**src/rtl/qam_slicer_mer.sv**
```systemverilog
// Per-rail 16QAM decision slicer with block-averaged squared error for MER,
// plus the block-boundary strobe that frames the reference level averager.
module qam_slicer_mer #(
    parameter int MAX_LOG2 = 20,
    parameter int DATA_W   = 18
) (
    input  logic                       clk,
    input  logic                       reset,
    input  logic                       sym_clk_ena,
    input  logic signed [DATA_W-1:0]   decision_variable,
    input  logic signed [DATA_W-1:0]   reference_level,
    input  logic        [4:0]          log2_symbols,
    output logic        [1:0]          symbol_out,
    output logic signed [DATA_W-1:0]   ideal_level,
    output logic signed [DATA_W:0]     slicer_error,
    output logic        [2*DATA_W+2:0] error_power,
    output logic                       power_valid,
    output logic                       clear_accumulator
);
    localparam int ERR_W = DATA_W + 1;
    localparam int SQ_W  = 2 * ERR_W;
    localparam int PWR_W = SQ_W + 1;
    localparam int ACC_W = SQ_W + MAX_LOG2;
    localparam int CNT_W = MAX_LOG2;

    typedef enum logic {IDLE, ACCUM} state_t;

    state_t                    state_q, state_d;
    logic        [1:0]         symbol_q, symbol_d;
    logic signed [DATA_W-1:0]  ideal_q, ideal_d;
    logic signed [ERR_W-1:0]   error_q, error_d;
    logic        [PWR_W-1:0]   power_q, power_d;
    logic                      powerValid_q, powerValid_d;
    logic                      clear_q, clear_d;
    logic                      errValid_q, errValid_d;
    logic        [ACC_W-1:0]   acc_q, acc_d;
    logic        [CNT_W-1:0]   count_q, count_d;
    logic        [4:0]         nLat_q, nLat_d;

    logic signed [ERR_W-1:0]   dvExt, refExt, halfRef, idealNext;
    logic        [1:0]         symbolNext;
    logic signed [SQ_W-1:0]    errWide;
    logic        [SQ_W-1:0]    square;
    logic        [ACC_W-1:0]   sumNext, sumShifted;
    logic        [CNT_W:0]     blockLen;
    logic        [CNT_W-1:0]   lastCount;
    logic        [4:0]         nClamped;

    // Thresholds sit at 0 and +/-ref; ideal levels at +/-ref/2 and +/-3ref/2.
    always_comb begin
        dvExt   = {decision_variable[DATA_W-1], decision_variable};
        refExt  = {reference_level[DATA_W-1], reference_level};
        halfRef = refExt >>> 1;
        if (dvExt >= refExt) begin
            symbolNext = 2'b10;
            idealNext  = refExt + halfRef;
        end else if (!dvExt[ERR_W-1]) begin
            symbolNext = 2'b11;
            idealNext  = halfRef;
        end else if (dvExt >= -refExt) begin
            symbolNext = 2'b01;
            idealNext  = -halfRef;
        end else begin
            symbolNext = 2'b00;
            idealNext  = -(refExt + halfRef);
        end
    end

    assign errWide    = {{(SQ_W-ERR_W){error_q[ERR_W-1]}}, error_q};
    assign square     = errWide * errWide;
    assign sumNext    = acc_q + {{(ACC_W-SQ_W){1'b0}}, square};
    assign sumShifted = sumNext >> nLat_q;
    assign blockLen   = (CNT_W+1)'(1) << nLat_q;
    assign lastCount  = blockLen[CNT_W-1:0] - CNT_W'(1);
    assign nClamped   = (log2_symbols == 5'd0)            ? 5'd1 :
                        (log2_symbols > 5'(MAX_LOG2))     ? 5'(MAX_LOG2) :
                        log2_symbols;

    // Accumulation consumes the error registered on the previous enable, so the
    // first enable after reset only primes the slicer register.
    always_comb begin
        state_d      = state_q;
        symbol_d     = symbol_q;
        ideal_d      = ideal_q;
        error_d      = error_q;
        power_d      = power_q;
        powerValid_d = 1'b0;
        clear_d      = clear_q;
        errValid_d   = errValid_q;
        acc_d        = acc_q;
        count_d      = count_q;
        nLat_d       = nLat_q;
        if (sym_clk_ena) begin
            symbol_d   = symbolNext;
            ideal_d    = idealNext[DATA_W-1:0];
            error_d    = dvExt - idealNext;
            errValid_d = 1'b1;
            clear_d    = 1'b0;
            if (errValid_q) begin
                case (state_q)
                    IDLE: begin
                        state_d = ACCUM;
                        nLat_d  = nClamped;
                        acc_d   = {{(ACC_W-SQ_W){1'b0}}, square};
                        count_d = CNT_W'(1);
                    end
                    ACCUM: begin
                        if (count_q == lastCount) begin
                            power_d      = sumShifted[PWR_W-1:0];
                            powerValid_d = 1'b1;
                            acc_d        = '0;
                            count_d      = '0;
                            nLat_d       = nClamped;
                            clear_d      = 1'b1;
                        end else begin
                            acc_d   = sumNext;
                            count_d = count_q + CNT_W'(1);
                        end
                    end
                    default: state_d = IDLE;
                endcase
            end
        end
    end

    always_ff @(posedge clk or posedge reset) begin
        if (reset) begin
            state_q      <= IDLE;
            symbol_q     <= 2'b00;
            ideal_q      <= '0;
            error_q      <= '0;
            power_q      <= '0;
            powerValid_q <= 1'b0;
            clear_q      <= 1'b0;
            errValid_q   <= 1'b0;
            acc_q        <= '0;
            count_q      <= '0;
            nLat_q       <= '0;
        end else begin
            state_q      <= state_d;
            symbol_q     <= symbol_d;
            ideal_q      <= ideal_d;
            error_q      <= error_d;
            power_q      <= power_d;
            powerValid_q <= powerValid_d;
            clear_q      <= clear_d;
            errValid_q   <= errValid_d;
            acc_q        <= acc_d;
            count_q      <= count_d;
            nLat_q       <= nLat_d;
        end
    end

    assign symbol_out        = symbol_q;
    assign ideal_level       = ideal_q;
    assign slicer_error      = error_q;
    assign error_power       = power_q;
    assign power_valid       = powerValid_q;
    assign clear_accumulator = clear_q;

endmodule

```
**config.mk**
```make
export PLATFORM = sky130hd
export DESIGN_NAME = qam_slicer_mer
export DESIGN_NICKNAME = d
export VERILOG_FILES = /design/src/rtl/qam_slicer_mer.sv
export SDC_FILE = /design/constraint.sdc
export NUM_CORES = 2
export LEC_CHECK = 0
export BUFFER_PORTS_ARGS = -buffer_cell sky130_fd_sc_hd__buf_2
export CAP_MARGIN = 20
export CELL_PAD_IN_SITES_DETAIL_PLACEMENT = 1
export CELL_PAD_IN_SITES_GLOBAL_PLACEMENT = 1
export CORE_ASPECT_RATIO = 0.7
export CORE_MARGIN = 8
export CORE_UTILIZATION = 54
export CTS_BUF_LIST = sky130_fd_sc_hd__clkbuf_8
export CTS_CLUSTER_SIZE = 28
export DETAILED_ROUTE_END_ITERATION = 16
export PLACE_DENSITY = 0.95
export SYNTH_ARGS = -nofsm -noshare
export SYNTH_HDL_FRONTEND = slang
export SYNTH_SLANG_ARGS = --single-unit
```
**constraint.sdc**
```tcl
create_clock -name clk -period 27.2 [get_ports clk]
set_clock_uncertainty 0.1 [all_clocks]
set_input_delay 2.72 -clock clk [delete_from_list [all_inputs] [get_ports clk]]
set_output_delay 2.72 -clock clk [all_outputs]
set_load 0.01 [all_outputs]
```
Yosys cells after proc, flatten, opt, wreduce, memory -nomap -nowiden
Cells that the tools add are included.
{"block": "totals", "register_bits": 165, "latch_bits": 0, "ramBits": 0, "mem_bits_ro": 0, "input_bits": 44, "out_inout_bits": 80, "n_memories": 0}
{"block": "classes", "addsub": 8, "n_mul": 1, "div": 0, "magnitude_cmp": 3, "n_eq_ne": 2, "shifts": 2, "muxes": 18, "n_bitwise": 1, "reduce_logical": 4}
{"cell": "$pmux 58 s2", "count": 1}
{"cell": "$add 58x38->58", "count": 1}
{"cell": "$mux 58", "count": 1}
{"cell": "$shr 58x5->39", "count": 1}
{"cell": "$mux 19", "count": 3}
{"cell": "$pmux 20 s2", "count": 1}
{"cell": "$mul 19x19->38", "count": 1}
{"cell": "$add 20x1->20 const B", "count": 1}
{"cell": "$eq 20x20->1", "count": 1}
{"cell": "$mux 20", "count": 1}
{"cell": "$shl 1x5->20 const A", "count": 1}
{"cell": "$sub 20x1->20 const B", "count": 1}
{"cell": "$add 18x17->19", "count": 1}
{"cell": "$ge 18x19->1", "count": 1}
{"cell": "$neg 17->19", "count": 1}
{"cell": "$neg 18->19", "count": 1}
{"cell": "$neg 19->19", "count": 1}
{"cell": "$sub 18x19->19", "count": 1}
{"cell": "$ge 18x18->1", "count": 1}
{"cell": "$mux 5", "count": 3}
{"cell": "$pmux 5 s2", "count": 1}
{"cell": "$gt 5x5->1 const B", "count": 1}
{"cell": "$logic_not 5->1", "count": 1}
{"cell": "$mux 1", "count": 5}
{"cell": "6 further kinds", "count": 7}

Longest topological paths before layout
{"block": "logic_depth", "word_depth": 7, "mapped_depth": 42}

Worst setup path before layout
OpenSTA, ideal clock, no wires.
{"block": "synth_path", "path_kind": "flip-flop to flip-flop", "start": "register error_q[1], in the netlist slicer_error[1]", "end": "register power_q[29], in the netlist error_power[29]", "arrival_ns": 10.048, "required_time_ns": 27.020, "setup_slack_ns": 16.972, "path_stages_with_launch": 39, "n_path_buf": 4, "synth_period_minus_slack_ns": 10.228, "cell_sequence": "dfrtp_1 clkbuf_1 clkbuf_1 nand2_1 fa_1 inv_1 fa_1 inv_1 fa_1 inv_1 fa_1 fa_1 fa_1 fa_1 ha_1 a21o_1 a211oi_1 nor2b_1 [3 not listed] a2111oi_0 o21bai_1 a21oi_1 xnor2_1 ha_1 clkbuf_1 nand2_1 nor3_1 nand2_1 o211ai_1 o21ai_2 or4_1 clkbuf_1 xor2_1 mux4_2 mux2_2 o211ai_2 nor3b_2"}
{"block": "synth_via", "elab_chain_len": 3}
{"item": "from (decl)", "line_no": "31", "text": "logic signed [ERR_W-1:0] error_q, error_d;"}
{"item": "from (signal assigned)", "line_no": "143", "text": "error_q <= error_d;"}
{"item": "$mul 19x19->38", "line_no": "70", "text": "assign square = errWide * errWide;"}
{"item": "$add 58x38->58", "line_no": "71", "text": "assign sumNext = acc_q + {{(ACC_W-SQ_W){1'b0}}, square};"}
{"item": "$shr 58x5->39", "line_no": "72", "text": "assign sumShifted = sumNext >> nLat_q;"}
{"item": "to (signal assigned)", "line_no": "144", "text": "power_q <= power_d;"}
{"item": "to (decl)", "line_no": "32", "text": "logic [PWR_W-1:0] power_q, power_d;"}
Every way passes these cells.
A chain may end at the register's enable or synchronous reset.

Final worst setup path
{"block": "layout_path", "start": "register error_q[3], in the netlist slicer_error[3]", "end": "register power_q[29], in the netlist error_power[29]"}
Same word-level chain as after synthesis.

==> metrics <==
Arr. time, crit path=13.21 ns; ANT nets after route=0; drt wl/cell=between 20 and 30 µm; TritonCTS Buffers=17; MaxCap Viol Count=0; Setup violations, final=0; initial core utilization=0.546; crit start category=flip-flop; Setup crit end kind=flip-flop; global route overflow=0; initial antenna violation count=2; status=finished, final reports clean; post-synthesis cell count=around 3600; share of the synthesized area in the top cell type=0.223; count of final hold-check violations=0; Max Freq=0.0778 GHz; dominant synthesized flop cell=dfrtp_1; Die X=298 µm; via count=28507; core area=55100 µm²; CTS Buffer Depth=2; HP Class=flip-flop to flip-flop; critical-path maximum fanout=16; Clk Latency, worst-skew pair=0.58 ns; Pins Over Slew Limit=0; Clk pin slew, worst setup/hold paths=0.13 ns; Syn Std Cell Area=30100 µm²; layout cells sized above 1=0.0883; TritonRoute pass-1 iters=11; Post CTS Setup Buffer Count=0; DR vias/cell=6.60; # rows=72; sequential area share after synthesis=0.137; drt total wl=112000 µm; post-CTS sizing=0; Final Cycle Share=0.473; H-tree levels=4; TritonCTS clock tree=yes; Synth area leader=fa_1; # IOs=roughly 120; Top cell by count, worst path=fa_1; CTS Hold Bufs=0; Rel. slew slack=0.214; post-layout min period=12.85 ns; port bufs=123; Tot GR Track Use=0.346; worst setup path category=flip-flop to flip-flop; Worst-Margin Slew=approximately 1.2 ns; slowest stage cell, crit path=nor2b_1; DIE HEIGHT=214 µm; clk sinks=165; dpl hpwl=89200 µm; Cell variety after synth=96; GPL Wtd Cong=around 0.99; top post-synthesis cells by area=fa_1 (22%), dfrtp_1 (14%), ha_1 (11%), inv_1 (5.7%), nand2_1 (4.6%); Worst R2R Start=slicer_error[3]; die footprint=63700 µm²; slowest stage delay, CP=roughly 0.77 ns; hold_sp=error_power[3]; synthesized net count=4204; vias in the first global route=slightly above 30000; number of synthesized flops with an enable pin=0; syn avg cell area=8.45 µm²; clk root buf=clkbuf_8; Iter 0 DRT Violations=between 3000 and 4000; first-pass GRT wire length=175000 µm; Setup crit start=slicer_error[3]; DRC viols=0; WP data required=between 20 and 30 ns; synthesized flop and latch total=165; nets=4208; Fillers=about 6700; pre-CTS WS=approximately 15 ns; unrepaired setup endpoints after global routing=no; post-layout util=0.575; Synth-to-Final Area Change=5.28%; setup ws final=14.35 ns; Fin Setup TNS=0 ns; Ys Warns=0; Synth async-reset ratio=1.00; largest net degree at the start of global routing=83
final timing paths:
| path | slack [ns] | to | cells after the start |
|---|---|---|---|
| worst min-delay path | 0.39 | error_power[3] | 1 |
| worst min register to register | 0.39 | error_power[3] | 1 |
| worst max-delay path | 14.35 | error_power[29] | 33 |
| min in group asynchronous | 2.05 | ideal_level[4] | 2 |
| worst max register to register | 14.35 | error_power[29] | 33 |
| max in group asynchronous | 22.84 | acc_q[8] | 4 |
flip-flops by register name (all words and copies together) (netlist names):
register / count
clear_accumulator: 1
errValid_q: 1
power_valid: 1
count_q: 20
error_power: 39
nLat_q: 5
slicer_error: 19
acc_q: 58
ideal_level: 18
state_q: 1
symbol_out: 2
layer usage:
metal  wire length, µm  GRT usage
met4              6110      0.178
met5                74    0.00892
met2             51800      0.563
met3              9730     0.0765
met1             44000      0.434
worst max-delay path, delay by kind of cell, from the launching register on:
family                   cells  cell delay (ns)
adder cells (fa/ha/maj)      9             4.07
AND/OR/NAND/NOR              8             2.18
flip-flops                   1             0.73
XOR/XNOR                     3             0.96
AO/OA/AOI/OAI               11             3.95
buffers and inverters        2             0.72
Yosys cell counts, drive strengths merged (10+ instances only):
master / n
inv: 457
nand2: 370
fa: 335
ha: 262
nor2: 253
a21oi: 210
o21ai: 175
dfrtp: 165
clkbuf: 157
xnor2: 125
nand3: 72
nor3: 69
and2: 67
a21o: 66
xor2: 63
mux2i: 60
a31oi: 46
a211oi: 42
o211ai: 39
mux2: 37
nand4: 35
and3: 34
nor2b: 29
mux4: 28
o31ai: 25
buf: 23
o21a: 23
o21bai: 21
nand2b: 19
or2: 17
nor4: 16
a22oi: 15
a211o: 13
o22ai: 13
o2111ai: 12
a2111oi: 11
a21boi: 11
and4: 11
o221ai: 11
or3: 11
a221o: 10
a31o: 10
cell usage in the layout, fill, tap and decap left out, types with 21 or more instances in the layout:
cell type	instances
a211oi_1	38
o21bai_1	21
mux4_2	28
nand4_1	34
o21a_1	23
nor2b_1	29
o31ai_1	25
fa_1	335
and3_1	34
nand2_1	369
a21o_1	66
xor2_1	63
nor3_1	67
mux2i_1	60
xnor2_1	125
buf_2	123
o21ai_1	24
ha_1	262
dfrtp_1	161
inv_1	457
a31oi_1	45
nor2_1	252
o21ai_0	149
mux2_2	36
o211ai_1	38
and2_1	66
nand3_1	72
buf_4	42
a21oi_1	207
stage by stage:
stage	cells	hold WS, ns	area, µm²
floorplan	3563	0.352	30100
global placement	4288	0.357	31300
detailed placement	4288	0.369	31300
CTS	4320	0.392	31700
global route	4320	0.402	31700
finish	4321	0.389	31700
area by class of cell:
class / count / area [µm²] / area share
Antenna cell: 1 / 2.50 / 0.0000790
Sequential cell: 165 / 4140 / 0.131
Timing Repair Buffer: 165 / 931 / 0.0294
Tap cell: 740 / 926 / 0.0292
Inverter: 460 / 1730 / 0.0547
Clock buffer: 17 / 234 / 0.00739
Clock inverter: 15 / 163 / 0.00513
Multi-Input combinational cell: 2758 / 23600 / 0.744
kinds of logic (layout without fill, tap and decap cells):
logic type	Yosys count	count (layout)	share of synthesized area
flops	165	165	0.137
other cells	0	1	0
buf+inv	640	657	0.0802
simple gates	1021	1021	0.159
xor+xnor	188	188	0.0547
compound gates	827	827	0.182
fa+ha+maj	597	597	0.332
mux	125	125	0.0548
Power is not shown: default switching activity piles up to over one toggle a cycle in this logic, so the estimate is an artifact.
